===== src/rtl/response_encoder.sv =====
// response_encoder: serialises a coprocessor result as the ASCII line
// "<cmd char>=<hex digits>\n" into a byte-wide UART transmitter using a
// start/busy handshake. One byte is offered per SEND visit. A GUARD cycle
// follows each tx_start because the UART may raise tx_busy a cycle late.
module response_encoder #(
    parameter int DATA_W = 16
) (
    input  logic              clk,
    input  logic              rst,
    input  logic              result_valid,
    input  logic [DATA_W-1:0] result,
    input  logic [2:0]        cmd,
    input  logic              tx_busy,
    output logic [7:0]        tx_data,
    output logic              tx_start,
    output logic              busy,
    output logic              done
);

    localparam int NIB   = DATA_W / 4;
    localparam int IDX_W = $clog2(NIB + 3);
    localparam logic [IDX_W-1:0] LAST_IDX = IDX_W'(NIB + 2);

    typedef enum logic [1:0] {
        IDLE  = 2'd0,
        SEND  = 2'd1,
        GUARD = 2'd2,
        WAIT  = 2'd3
    } state_t;

    state_t            state_q, state_d;
    logic [IDX_W-1:0]  idx_q, idx_d;
    logic [DATA_W-1:0] result_q, result_d;
    logic [2:0]        cmd_q, cmd_d;
    logic [7:0]        tx_data_q, tx_data_d;
    logic              tx_start_q, tx_start_d;
    logic              busy_q, busy_d;
    logic              done_q, done_d;

    // Map one nibble to its uppercase ASCII hex digit.
    function automatic logic [7:0] hex_char(input logic [3:0] n);
        logic [7:0] c;
        if (n < 4'd10) begin
            c = 8'h30 + {4'd0, n};
        end else begin
            c = 8'h37 + {4'd0, n};
        end
        return c;
    endfunction

    // Byte at position idx of the frame for the latched command and result.
    function automatic logic [7:0] frame_byte(input logic [IDX_W-1:0]  idx,
                                              input logic [2:0]        c,
                                              input logic [DATA_W-1:0] r);
        logic [7:0] b;
        int         k;
        k = 0;
        if (idx == {IDX_W{1'b0}}) begin
            case (c)
                3'd1:    b = 8'h61;
                3'd2:    b = 8'h62;
                default: b = 8'h3F;
            endcase
        end else if (idx == IDX_W'(1)) begin
            b = 8'h3D;
        end else if (idx == LAST_IDX) begin
            b = 8'h0A;
        end else begin
            // Digit positions 2..NIB+1 walk from the top nibble down.
            k = NIB + 1 - int'(idx);
            b = hex_char(r[4*k +: 4]);
        end
        return b;
    endfunction

    // State and datapath registers with synchronous reset.
    always_ff @(posedge clk) begin
        if (rst) begin
            state_q    <= IDLE;
            idx_q      <= {IDX_W{1'b0}};
            result_q   <= {DATA_W{1'b0}};
            cmd_q      <= 3'd0;
            tx_data_q  <= 8'h00;
            tx_start_q <= 1'b0;
            busy_q     <= 1'b0;
            done_q     <= 1'b0;
        end else begin
            state_q    <= state_d;
            idx_q      <= idx_d;
            result_q   <= result_d;
            cmd_q      <= cmd_d;
            tx_data_q  <= tx_data_d;
            tx_start_q <= tx_start_d;
            busy_q     <= busy_d;
            done_q     <= done_d;
        end
    end

    // Next-state logic for the frame sequencer.
    always_comb begin
        state_d = state_q;
        case (state_q)
            IDLE: begin
                if (result_valid) begin
                    state_d = SEND;
                end else begin
                    state_d = IDLE;
                end
            end
            SEND: begin
                if (!tx_busy) begin
                    state_d = GUARD;
                end else begin
                    state_d = SEND;
                end
            end
            GUARD: begin
                state_d = WAIT;
            end
            WAIT: begin
                if (!tx_busy) begin
                    if (idx_q < LAST_IDX) begin
                        state_d = SEND;
                    end else begin
                        state_d = IDLE;
                    end
                end else begin
                    state_d = WAIT;
                end
            end
            default: begin
                state_d = IDLE;
            end
        endcase
    end

    // Next values of the registered outputs, byte index and latched request.
    always_comb begin
        tx_start_d = 1'b0;
        tx_data_d  = tx_data_q;
        busy_d     = busy_q;
        done_d     = 1'b0;
        idx_d      = idx_q;
        result_d   = result_q;
        cmd_d      = cmd_q;
        case (state_q)
            IDLE: begin
                if (result_valid) begin
                    busy_d   = 1'b1;
                    idx_d    = {IDX_W{1'b0}};
                    result_d = result;
                    cmd_d    = cmd;
                end else begin
                    busy_d   = 1'b0;
                end
            end
            SEND: begin
                if (!tx_busy) begin
                    tx_start_d = 1'b1;
                    tx_data_d  = frame_byte(idx_q, cmd_q, result_q);
                end else begin
                    tx_start_d = 1'b0;
                end
            end
            GUARD: begin
                tx_start_d = 1'b0;
            end
            WAIT: begin
                if (!tx_busy) begin
                    if (idx_q < LAST_IDX) begin
                        idx_d = idx_q + IDX_W'(1);
                    end else begin
                        done_d = 1'b1;
                        busy_d = 1'b0;
                        idx_d  = {IDX_W{1'b0}};
                    end
                end else begin
                    done_d = 1'b0;
                end
            end
            default: begin
                busy_d = 1'b0;
                idx_d  = {IDX_W{1'b0}};
            end
        endcase
    end

    assign tx_data  = tx_data_q;
    assign tx_start = tx_start_q;
    assign busy     = busy_q;
    assign done     = done_q;

endmodule

===== config.mk =====
export PLATFORM = sky130hd
export DESIGN_NAME = response_encoder
export DESIGN_NICKNAME = d
export VERILOG_FILES = /design/src/rtl/response_encoder.sv
export SDC_FILE = /design/constraint.sdc
export NUM_CORES = 1
export LEC_CHECK = 0
export CAP_MARGIN = 20
export CORE_MARGIN = 5
export CORE_UTILIZATION = 54
export CTS_CLUSTER_DIAMETER = 30
export CTS_CLUSTER_SIZE = 30
export DETAILED_ROUTE_END_ITERATION = 12
export GPL_ROUTABILITY_DRIVEN = 0
export PLACE_DENSITY_LB_ADDON = 0.1
export SLEW_MARGIN = 20
export SYNTH_ARGS = -nofsm -noshare
export SYNTH_HDL_FRONTEND = slang
export SYNTH_SLANG_ARGS = --single-unit

===== constraint.sdc =====
create_clock -name clk -period 3.5 [get_ports clk]
set_clock_uncertainty 0.05 [all_clocks]
set_input_delay 0.7 -clock clk [delete_from_list [all_inputs] [get_ports clk]]
set_output_delay 0.7 -clock clk [all_outputs]
set_load 0.02 [all_outputs]

# Word level (Yosys, flattened, before mapping)
# Cells that the tools add are included.
[totals]
regBits = 35
inputBits = 23
output_inout_bits = 11
wordCells = 57
[op_classes]
addsub = 4
magnitude_cmp = 2
eq_ne = 10
shifts = 1
n_mux = 20
bitwise = 3
reduce_logical = 9
[op_table]
columns = ["operator", "n"]
rows = [
  ["7-bit 2-to-1 mux", 3],
  ["16-bit by 6-bit variable part select with 4-bit output", 1],
  ["6-bit by 4-bit adder with 7-bit output, first input constant", 2],
  ["7-bit one-hot mux with 2 select lines", 1],
  ["3-bit 2-to-1 mux", 3],
  ["8-bit 2-to-1 mux", 1],
  ["2-bit one-hot mux with 4 select lines", 1],
  ["1-bit 2-to-1 mux", 7],
  ["3-bit by 1-bit == test with 1-bit output, second input constant", 2],
  ["2-bit != test, second input constant", 3],
  ["3-bit one-hot mux with 2 select lines", 1],
  ["3-bit AND reduction", 2],
  ["2-bit == test, second input constant", 2],
  ["4-bit less-than comparator, second input constant", 1],
  ["2-bit 2-to-1 mux", 2],
  ["2-bit AND reduction", 2],
  ["3-bit by 3-bit subtractor with 4-bit output, first input constant", 1],
  ["3-bit by 1-bit adder with 3-bit output, second input constant", 1],
  ["3-bit by 2-bit == test with 1-bit output, second input constant", 1],
  ["3-bit == test, second input constant", 1],
  ["3-bit zero test", 1],
  ["3-bit less-than comparator, second input constant", 1],
  ["1-bit NOT", 3],
  ["3-bit OR reduction", 1],
  ["5 further kinds", 5],
]

# Longest topological paths before layout
[depth]
depth_word = 7
depth_mapped = 9
ltp_nobuf = 9

# Worst setup path after synthesis
# OpenSTA, ideal clock, no wires.
[synth_path]
kind = "reg-to-reg"
start = "reg idx_q[1]"
end = "reg tx_data_q[6], in the netlist tx_data[6]"
setup_ps = 78
t_arrival_ps = 1822
t_required_ps = 3372
slack_ps = 1550
stages_incl_launch_ff = 10
path_buffers = 0
synth_period_minus_slack_ps = 1950
cell_sequence = "dfxtp_1 -> ha_1 -> nor2b_1 -> nand2_1 -> ha_1 -> inv_1 -> a21oi_1 -> a2111oi_0 -> a211oi_1 -> nor3_1"
[synth_via]
elab_chain_cells = 7
word_cells_on_any_way = 12
classes_between = "add/sub: 3; order compare: 1; eq/ne: 2; shift: 1; mux: 4; reduce/logical: 1"
[synth_lines]
columns = ["item", "line_no", "text"]
rows = [
  ["from (decl)", "32", "logic [IDX_W-1:0] idx_q, idx_d;"],
  ["from (signal assigned)", "80", "idx_q <= {IDX_W{1'b0}};"],
  ["from (signal assigned)", "89", "idx_q <= idx_d;"],
  ["3-bit by 3-bit subtractor with 4-bit output", "70", "k = NIB + 1 - int'(idx);"],
  ["16-bit by 6-bit variable part select with 4-bit output", "71", "b = hex_char(r[4*k +: 4]);"],
  ["6-bit by 4-bit adder with 7-bit output, or another cell as far along", "46", "c = 8'h37 + {4'd0, n};"],
  ["7-bit 2-to-1 mux", "43", "if (n < 4'd10) begin"],
  ["7-bit 2-to-1 mux", "66", "end else if (idx == LAST_IDX) begin"],
  ["7-bit 2-to-1 mux", "64", "end else if (idx == IDX_W'(1)) begin"],
  ["8-bit 2-to-1 mux *", "58", "if (idx == {IDX_W{1'b0}}) begin"],
  ["to (signal assigned)", "92", "tx_data_q <= tx_data_d;"],
  ["to (decl)", "35", "logic [7:0] tx_data_q, tx_data_d;"],
]
# Mark *: on every way between the ends. The rest lies on a longest branch, timed or not.
# A chain may end at the register's enable or synchronous reset.

# Worst setup path after layout
# Same ends and word-level chain as after synthesis.

==> results_dict.tcl <==
set metrics [dict create \
    status "finished clean" \
    drt_iter0_markers 100 \
    grt_max_degree 21 \
    antenna_cells 0 \
    clock_path_buffers 2 \
    synth_nets 223 \
    yosys.area_share.simple_pct 21.32 \
    cts_root_buf "clkbuf_4" \
    dr_total_vias 1451 \
    grt_pass1_wl_mm 5.885 \
    synth_compound_area_share_pct 20.62 \
    crit_chain "ha_1 -> nor2b_1 -> nand2_1 -> ha_1 -> inv_1 -> a21oi_1 -> a2111oi_0 -> a211oi_1 -> nor3_1" \
    dr.pass1.iters 5 \
    synthDistinctLibCells 36 \
    worstHoldStart "result_q[5]$_SDFFE_PP0P_" \
    rows 19 \
    tns_ns 0 \
    core_area_sq_um 2805 \
    synthTopCellsByArea "dfxtp_1, nand2_1, a21oi_1, o21ai_0, ha_1" \
    post_cts_resized 0 \
    synth_xor_xnor_area_share_pct 1.089 \
    rsz0062_at_grt "no" \
    crit_path_end_kind "flip-flop" \
    hold_path_end "result_q[5]$_SDFFE_PP0P_" \
    clock_latency_ns 0.33 \
    clock_sinks 34 \
    cts_buffers 5 \
    powerDensity_nw_per_um2 382.3 \
    drv_slew 0 \
    ys_async_sr_fraction_pct 0 \
    fillers 237 \
    worstRegToRegCells 9 \
    dieArea_sq_um 4169 \
    max_slew_margin_pct 57.19 \
    die_x_um 64.57 \
    worstMarginPinSlew_ns 0.6406 \
    synth_top_area_cell "dfxtp_1" \
    avgSynthCellArea_sq_um 8.245 \
    wirelength_mm 3.444 \
    crit-reg2reg-launch "idx_q[1]$_SDFFE_PP0P_" \
    port_buffers 32 \
    netlist_instances 195 \
    min_path_type "flip-flop to flip-flop" \
    hold_viol 0 \
    critPathLaunchType "flip-flop" \
    finalCriticalPeriod_ns 2.488 \
    synthMuxAreaShare_pct 6.070 \
    post-route-util_pct 70.70 \
    grt_pass1_vias 1380 \
    crit_start "idx_q[1]$_SDFFE_PP0P_" \
    wl_per_cell_um 13.40 \
    reg2reg_to "tx_data[6]$_SDFFE_PP0P_" \
    drv_cap 0 \
    synthAdderAreaFrac_pct 3.891 \
    overflow 0 \
    setup_viol 0 \
    grt.total_usage_pct 17.64 \
    setup_slack_ns 1.012 \
    holdPathStages 2 \
    ir_drop_uv 319.8 \
    ys_seq_area_share_pct 42.33 \
    fin_crit_sh_pct 71.09 \
    drcViolationCount 0 \
    worst-path-max-fanout 8 \
    yosys_warnings 0 \
    yosysTopAreaCellShare_pct 42.33 \
    synth_edf_count 0 \
    ys.flop_type "dfxtp_1" \
    synth_most_common_cell "nand2_1" \
    cp.arrival_ns 2.69 \
    crit_slowest_cell "a2111oi_0" \
    cts_tree "done" \
    cts_setup_buffers 0 \
    reg2reg_slack_ns 1.01 \
    start_util_pct 57.31 \
    crit_type "flip-flop to flip-flop" \
    synth_common_cells "nand2_1, dfxtp_1, a21oi_1" \
    htree_levels 2 \
    io_pins 34 \
    layout.nets 254 \
    leakagePower_nw 0.7429 \
    synth_top_family_by_area "simple AND/OR/NAND/NOR gates" \
    dpl.hpwl_mm 2.555 \
    hold_buffers 0 \
    syn_to_final_growth_pct 23.35 \
    dpl_worst_slack_ns 1.150 \
    clkTransAtPathRegs_ns 0.10 \
    slowest_delay_ns 0.48 \
    cp_common_cell "ha_1" \
    antenna_found_initial 0 \
    via_per_inst 5.646 \
    syn_area_sq_um 1608 \
    die_h_um 64.57 \
    layout-drive-gt1-share_pct 6.195 \
    ys_ff_latch 34 \
    crit_required_ns 3.70 \
    fmax_mhz 401.9 \
    antenna_left 0 \
]
-- stage by stage --
step	hold slack (ns)	cell area, sq um	std cells	total power [W]
floorplan	0.3815	1608	195	0.0005100
global placement	0.3908	1938	250	0.0005618
detailed placement	0.3992	1938	250	0.0005667
CTS	0.4122	1983	257	0.0007597
global route	0.4297	1983	257	0.0007973
finish	0.4102	1983	257	0.0007583
-- worst max-delay path: cells and delay by family (launching register included) --
kind	cells	cell delay, ns
AOI/OAI and AO/OA	3	0.65
DFF	1	0.42
and+or+nand+nor	3	0.67
buffers and inverters	1	0.06
adders and majority gates	2	0.56
-- routing by layer --
metal	vias up	track usage (%)	part of all wire (%)
met5	-	0	0
met4	0	5.805	1.3
met1	673	20.65	46
met3	7	6.218	5.2
met2	36	30.15	48
li1	735	-	-
-- placed cells by master, fill, tap and decap left out, drive strengths merged --
cell type / Yosys / layout
nand2: 45 / 45
dfxtp: 34 / 34
clkdlybuf4s50: 0 / 32
a21oi: 31 / 31
o21ai: 14 / 14
nor2: 9 / 9
clkbuf: 6 / 7
inv: 6 / 6
nand2b: 5 / 5
ha: 5 / 5
a211oi: 4 / 4
mux4: 4 / 4
nor2b: 3 / 3
nor3: 3 / 3
a31oi: 2 / 2
xnor2: 2 / 2
buf: 4 / 2
nor3b: 2 / 2
o211ai: 2 / 2
a2111oi: 2 / 2
o311ai: 1 / 1
and4b: 1 / 1
a21boi: 1 / 1
and2b: 1 / 1
nor4b: 1 / 1
a31o: 1 / 1
nand3b: 1 / 1
nand3: 1 / 1
and3: 1 / 1
and2: 1 / 1
or2: 1 / 1
conb: 1 / 1
-- kinds of logic after synthesis --
logic type / after synthesis
xor gates and xnor gates: 2
other: 1
adders and majority gates: 5
and+or+nand+nor: 75
AOI/OAI and AO/OA: 58
muxes: 4
buffers and inverters: 16
DFF: 34
-- report_power, final --
group / switching (W) / leakage (nW) / internal (W)
clock network: 0.000124 / 0.0254 / 0.0000758
registers: 0.0000170 / 0.278 / 0.000411
logic: 0.0000659 / 0.439 / 0.0000639
-- layout make-up --
type	instances	area [sq um]	share of cell area [%]
tap	31	38.79	1.956
timing repair buffer	34	335.3	16.91
multi-input combinational	145	860.8	43.41
sequential	34	680.7	34.32
inverter	6	22.52	1.136
clock buffer	7	45.04	2.271
-- sequential cells by signal (all words and copies together), names as in the netlist --
signal and cells:
result_q 16, tx_data 7, idx_q 3, busy 1, state_q 2, cmd_q 3, tx_start 1, done 1
-- worst max path at each step --
stage / to / slack (ns) / cells after the start
6_report: tx_data[6]$_SDFFE_PP0P_ / 1.01 / 9
5_1_grt: tx_data[6]$_SDFFE_PP0P_ / 0.85 / 9
4_1_cts: tx_data[6]$_SDFFE_PP0P_ / 1.11 / 9
3_5_place_dp: tx_data[6]$_SDFFE_PP0P_ / 1.15 / 9
3_3_place_gp: tx_data[6]$_SDFFE_PP0P_ / 1.27 / 6
2_1_floorplan: tx_data[6]$_SDFFE_PP0P_ / 1.55 / 9
Note: power is estimated with default switching activity, not from simulation.
